==> src/rtl/plate_pkg.sv <==
// Shared types and constants for the plate-to-display sequencer.
// Slot count, count width, FSM states and the full-slot mask.
package plate_pkg;

  localparam int CW   = 5;
  localparam int NSEG = 6;

  typedef logic [NSEG-1:0] mask_t;

  localparam mask_t FULL_MASK = 6'b111111;

  typedef enum logic [1:0] {
    IDLE        = 2'd0,
    COLLECT     = 2'd1,
    WAIT_VBLANK = 2'd2
  } state_t;

endpackage

==> src/rtl/sync_fall_det.sv <==
// Registers an active-low sync and flags the cycle it goes low.
// Reusable for hsync or vsync.
module sync_fall_det (
  input  logic dclk,
  input  logic clr,
  input  logic sync,
  output logic sync_q,
  output logic fall
);

  always_ff @(posedge dclk or posedge clr) begin
    if (clr) sync_q <= 1'b1;
    else     sync_q <= sync;
  end

  assign fall = sync_q & ~sync;

endmodule

==> src/rtl/plate_frame_ctrl.sv <==
// Collects one six-slot plate from the recognizer and commits it
// to the display count registers on the vsync falling edge.
import plate_pkg::*;

module plate_frame_ctrl #(
  parameter int CW           = plate_pkg::CW,
  parameter int STALE_FRAMES = 60
) (
  input  logic          dclk,
  input  logic          clr,
  input  logic          vsync,
  input  logic          in_valid,
  output logic          in_ready,
  input  logic [2:0]    in_idx,
  input  logic [CW-1:0] in_count,
  input  logic          in_last,
  output logic [CW-1:0] seg1count,
  output logic [CW-1:0] seg2count,
  output logic [CW-1:0] seg3count,
  output logic [CW-1:0] seg4count,
  output logic [CW-1:0] seg5count,
  output logic [CW-1:0] seg6count,
  output logic [7:0]    commit_cnt,
  output logic          err_incomplete,
  output logic          err_idx,
  output logic          stale
);

  localparam logic [7:0] STALE_MAX = 8'(STALE_FRAMES);

  state_t          state;
  state_t          state_nx;
  mask_t           mask;
  mask_t           wmask;
  logic [CW-1:0]   shadow [NSEG];
  logic [CW-1:0]   disp   [NSEG];
  logic [7:0]      stale_cnt;
  logic            vsync_q;
  logic            fall;
  logic            acc;
  logic            bad;
  logic            full;
  logic            commit;
  logic            incompl;

  sync_fall_det u_vfall (
    .dclk   (dclk),
    .clr    (clr),
    .sync   (vsync),
    .sync_q (vsync_q),
    .fall   (fall)
  );

  assign acc     = in_valid & in_ready;
  assign bad     = (in_idx > 3'd5);
  assign wmask   = bad ? mask : (mask | (mask_t'(1) << in_idx));
  assign full    = (wmask == FULL_MASK);
  assign incompl = acc & in_last & ~full;
  assign commit  = (state == WAIT_VBLANK) & fall;

  always_ff @(posedge dclk or posedge clr) begin
    if (clr) state <= IDLE;
    else     state <= state_nx;
  end

  always_comb begin
    state_nx = state;
    unique case (state)
      IDLE, COLLECT: begin
        if (acc) begin
          if (in_last) state_nx = full ? WAIT_VBLANK : IDLE;
          else         state_nx = COLLECT;
        end
      end
      WAIT_VBLANK: begin
        if (fall) state_nx = IDLE;
      end
      default: state_nx = IDLE;
    endcase
  end

  always_comb begin
    in_ready = 1'b1;
    unique case (state)
      WAIT_VBLANK: in_ready = 1'b0;
      default:     in_ready = 1'b1;
    endcase
  end

  // A completed mask stays full until the commit clears it.
  always_ff @(posedge dclk or posedge clr) begin
    if (clr) begin
      mask <= '0;
    end else if (commit || incompl) begin
      mask <= '0;
    end else if (acc) begin
      mask <= wmask;
    end
  end

  always_ff @(posedge dclk or posedge clr) begin
    if (clr) begin
      for (int i = 0; i < NSEG; i++) shadow[i] <= '0;
    end else if (acc && !bad) begin
      shadow[in_idx] <= in_count;
    end
  end

  always_ff @(posedge dclk or posedge clr) begin
    if (clr) begin
      for (int i = 0; i < NSEG; i++) disp[i] <= '0;
      commit_cnt <= '0;
    end else if (commit) begin
      for (int i = 0; i < NSEG; i++) disp[i] <= shadow[i];
      commit_cnt <= commit_cnt + 8'd1;
    end
  end

  always_ff @(posedge dclk or posedge clr) begin
    if (clr) begin
      stale_cnt <= '0;
    end else if (commit) begin
      stale_cnt <= '0;
    end else if (fall && stale_cnt != STALE_MAX) begin
      stale_cnt <= stale_cnt + 8'd1;
    end
  end

  always_ff @(posedge dclk or posedge clr) begin
    if (clr) begin
      err_incomplete <= 1'b0;
      err_idx        <= 1'b0;
    end else begin
      err_incomplete <= incompl;
      err_idx        <= acc & bad;
    end
  end

  assign stale     = (stale_cnt == STALE_MAX);
  assign seg1count = disp[0];
  assign seg2count = disp[1];
  assign seg3count = disp[2];
  assign seg4count = disp[3];
  assign seg5count = disp[4];
  assign seg6count = disp[5];

endmodule

==> config.mk <==
export PLATFORM = sky130hd
export DESIGN_NAME = plate_frame_ctrl
export DESIGN_NICKNAME = d
export VERILOG_FILES = /design/src/rtl/plate_pkg.sv /design/src/rtl/sync_fall_det.sv /design/src/rtl/plate_frame_ctrl.sv
export SDC_FILE = /design/constraint.sdc
export NUM_CORES = 1
export LEC_CHECK = 0
export CAP_MARGIN = 0
export CORE_MARGIN = 3
export CORE_UTILIZATION = 30
export CTS_CLUSTER_SIZE = 40
export DETAILED_ROUTE_END_ITERATION = 6
export SLEW_MARGIN = 15
export SYNTH_ARGS = -nofsm -noshare
export SYNTH_HDL_FRONTEND = slang
export SYNTH_SLANG_ARGS = --single-unit
==> constraint.sdc <==
create_clock -name dclk -period 3.3 [get_ports dclk]
set_clock_uncertainty 0.15 [all_clocks]
set_input_delay 0.495 -clock dclk [delete_from_list [all_inputs] [get_ports dclk]]
set_output_delay 0.495 -clock dclk [all_outputs]
set_load 0.02 [all_outputs]
==> flow_results.org <==
** Finish
- In the layout the commonest cells are 86 x dfrtp_1, 62 x mux2_2, 54 x clkdlybuf4s50_1.
- The finished cells cover 4650 um2.
- Antenna cells :: 0
- Summing all multi-input logic gate instances after layout gives 1370 um2.
- After the last flow step, the layout net total stands at between 300 and 400.
- In the final layout, flip-flops and latches occupy 2180 um2.
- Most common cell after layout, fill and taps aside :: dfrtp_1
- Core utilization of the finished layout :: 40.0%
- Area Growth Syn to Fin :: 28.8%
- Share of cells above drive strength 1 :: 27.5%
- Filler cells :: between 1000 and 1500

** Die
- The core region is 11600 um2.
- 55 I/O pins were placed.
- The initial utilization of the core area, before any placement, comes to a little under a third.
- The initialized floorplan defines 39 standard-cell rows.
- From left edge to right edge, the die measures 116 um.
- The floorplan step set the die height to 116 um.
- The floorplan step defined a die boundary enclosing 13400 um2.

** Clock network
- TritonCTS built the clock tree.
- Total CTS buffers :: 9
- Counting along the longest clock path gives a buffer depth of 2.
- After clock tree synthesis, the clock-pin slew on the worst setup and hold paths is approximately 60 ps.
- Num Clock Sinks :: 87
- The clock tree synthesis step divided the H-tree into 3 levels.
- Clock latency on the worst-skew pair, taken at its later pin, is 330 ps.
- Quantity of hold-fixing buffers added after cts :: 0
- Clock root buffer :: clkbuf_16
- Once the clock tree was built, the resizer swapped 0 gates to a different size.
- Post-CTS setup repair buffer count :: 0

** Yosys
- Avg Inst Size Synth :: 14.1 um2
- Post-synth design cell area :: 3610 um2
- For this run, the register share of the synthesized area comes to 60.3%.
- Ys Warns :: 0
- Share of the synthesized area in the top cell type :: between 50% and 60%
- Largest area contributor in the synthesized netlist :: dfrtp_1
- Post-synth top flop :: dfrtp_1
- Number of storage elements in the synthesis netlist :: 87
- Synth unique cells :: 45
- Syn Inst Count :: 256
- Number of flops mapped to enable cells by yosys :: 0
- In the synthesized netlist the async set-or-reset flop fraction comes to 100%.
- Largest cells by area after synthesis :: dfrtp_1 60%, mux2_2 19%, xor2_1 1.5%, nor2_1 1.4%, nand2_1 1.2%
- The number of nets handed over by synthesis was 272.

** Timing
- The final number of max-transition violations is 0.
- Number of setup violations in the final report :: 0
- Final worst path period need :: 2900 ps
- Measured against its own limit, the worst slew margin works out to 62.6%.
- Hold Violations, Final :: 0
- For the pin with the worst max-slew slack, the measured transition is 557 ps.
- On the final layout, the worst hold slack is 317 ps.
- Derived from the worst setup path, the maximum achievable clock frequency is 345 MHz.
- Setup slack closes at 401 ps.
- For the final routed database, the setup TNS stands at 0 ps.
- Fraction of the cycle the final worst path needs :: a little under 90%
- Setup repair after global routing left no endpoint under its margin.

** Global route
- For this run, global-route usage on met1 was measured as 15.7%.
- Busiest metal layer after global routing :: met2
- The number of antenna violations at the first check in global routing was 0.
- Overflow left after global routing :: 0
- Global routing used ~4.9% of the available met3 tracks.
- The first global-routing pass estimated ~13000 um of wire.
- Vias in the first global route :: 2426
- Entering global routing, the biggest net connects 66 pins.
- For this run, the total global-route usage over all layers was measured as about an eighth.
- For this run, global-route usage on met2 was measured as a little under 20%.

** Status
- Status :: complete, no violations

** Worst setup path
- In this run the worst path has a maximum fanout of 7.
- Worst path required time :: around 2700 ps
- Start point of the critical path :: stale_cnt[0]
- CP Data Arrival Time :: 2250 ps
- Kind of start point of the critical path :: flop
- Crit. End Element :: output pin
- Worst setup path class :: reg -> out
- The worst register-to-register path begins at u_vfall.sync_q.

** Place
- The HPWL after detailed placement is approximately 5100 um.
- Pre-CTS setup slack :: between 600 and 700 ps
- Placement Cell Area :: 4340 um2
- The congestion estimate from routability-driven global placement came to 0.780.
- Port buffering added 54 buffers.

** Pwr
- Relative contribution of sequential cells to total power :: 49.4%
- Comb pwr share :: 10.6%
- Largest voltage drop on the vdd net :: 0.329 mV
- Switching pwr :: 621 uW
- Power per standard cell area :: 554 nW/um2
- Summed over all cells, the static leakage comes to about 2.0 nW.
- Switching share of power :: 24.1%
- The internal power of the cells totals ~2.0 mW.
- Clock network fraction of total power :: 40.0%

** Route
- After the first detailed-routing iteration, the DRC count stood at 109.
- Final ANT Viol Nets :: 0
- The routed layout has 2290 vias.
- In the routed layout, each cell is associated on average with a via count of 4.95.
- In the routed design, unresolved DRC markers number 0.
- Drt total wl :: 7570 um
- Detailed Routing Iterations Pass 1 :: 4
- After detailed routing, the average wire length per cell comes to 16.3 um.

** Min path
- Start point of the worst hold path :: commit_cnt[7]
- Class of the tightest hold or removal check :: reg -> reg

** Run
- Max Cap Viol :: 0
-- per-layer routing --
| layer | routed length [um] | vias up |
|---|---|---|
| met5 | 0 | - |
| met4 | 45 | 0 |
| met3 | 385 | 4 |
| met2 | 3780 | 49 |
| met1 | 3360 | 1206 |
| li1 | - | 1031 |
-- power by group through the flow --
stage / registers [mW] / clock network, mW / logic, mW
after floorplan: 1.28 / 0 / 0.181
after global placement: 1.28 / 0 / 0.268
after detailed placement: 1.29 / 0 / 0.278
after CTS: 1.27 / 1.06 / 0.280
after global routing: 1.29 / 1.11 / 0.311
final: 1.27 / 1.03 / 0.274
-- critical path: stages (launching register included) --
cell,delay [ps]
dfrtp_1,390
inv_1,80
ha_1,140
or3b_1,460
nor2_1,210
clkdlybuf4s50_1,640
-- flip-flops by register name (all words and copies together), names as in the netlist --
| register | cells |
|---|---|
| stale_cnt | 8 |
| err_idx | 1 |
| shadow | 30 |
| err_incomplete | 1 |
| state | 2 |
| seg4count | 5 |
| seg6count | 5 |
| seg1count | 5 |
| mask | 6 |
| commit_cnt | 8 |
| u_vfall.sync_q | 1 |
| seg3count | 5 |
| seg5count | 5 |
| seg2count | 5 |
-- final cells by class --
cell class / instances / share of cell area, %
multi-input combinational: 152 / 29.4
clock inverter: 5 / 1.37
clock buffer: 11 / 5.22
tap: 143 / 3.85
inverter: 8 / 0.673
sequential: 87 / 46.9
timing repair buffer: 57 / 12.6
-- stage by stage --
stage / cells / total power, mW
floorplan: 256 / 1.46
global placement: 447 / 1.55
detailed placement: 447 / 1.57
CTS: 463 / 2.61
global route: 463 / 2.72
finish: 463 / 2.57
-- synth_stat cells, drive strengths merged (4+ instances only) --
| cell | number |
|---|---|
| buf | 8 |
| dfrtp | 86 |
| inv | 8 |
| mux2 | 62 |
| nand2 | 12 |
| nand3 | 7 |
| nor2 | 13 |
| nor3 | 4 |
| xnor2 | 4 |
| xor2 | 6 |
-- kinds of logic after synthesis --
family	synth area share, %
fa+ha+maj	1.04
simple gates	10.5
xor+xnor	2.43
flops	60.3
buf+inv	2.25
mux	19.6
compound gates	3.81
-- final timing paths --
| check | to | slack [ps] | cells past startpoint |
|---|---|---|---|
| setup reg to reg | commit_cnt[5] | 1310 | 5 |
| hold reg to reg | commit_cnt[7] | 320 | 1 |
| min in group asynchronous | stale_cnt[1] | 330 | 2 |
| hold / removal | commit_cnt[7] | 320 | 1 |
| max in group asynchronous | seg4count[1] | 1990 | 3 |
| setup / recovery | stale | 400 | 5 |
Power figures use the tool's default switching activity.
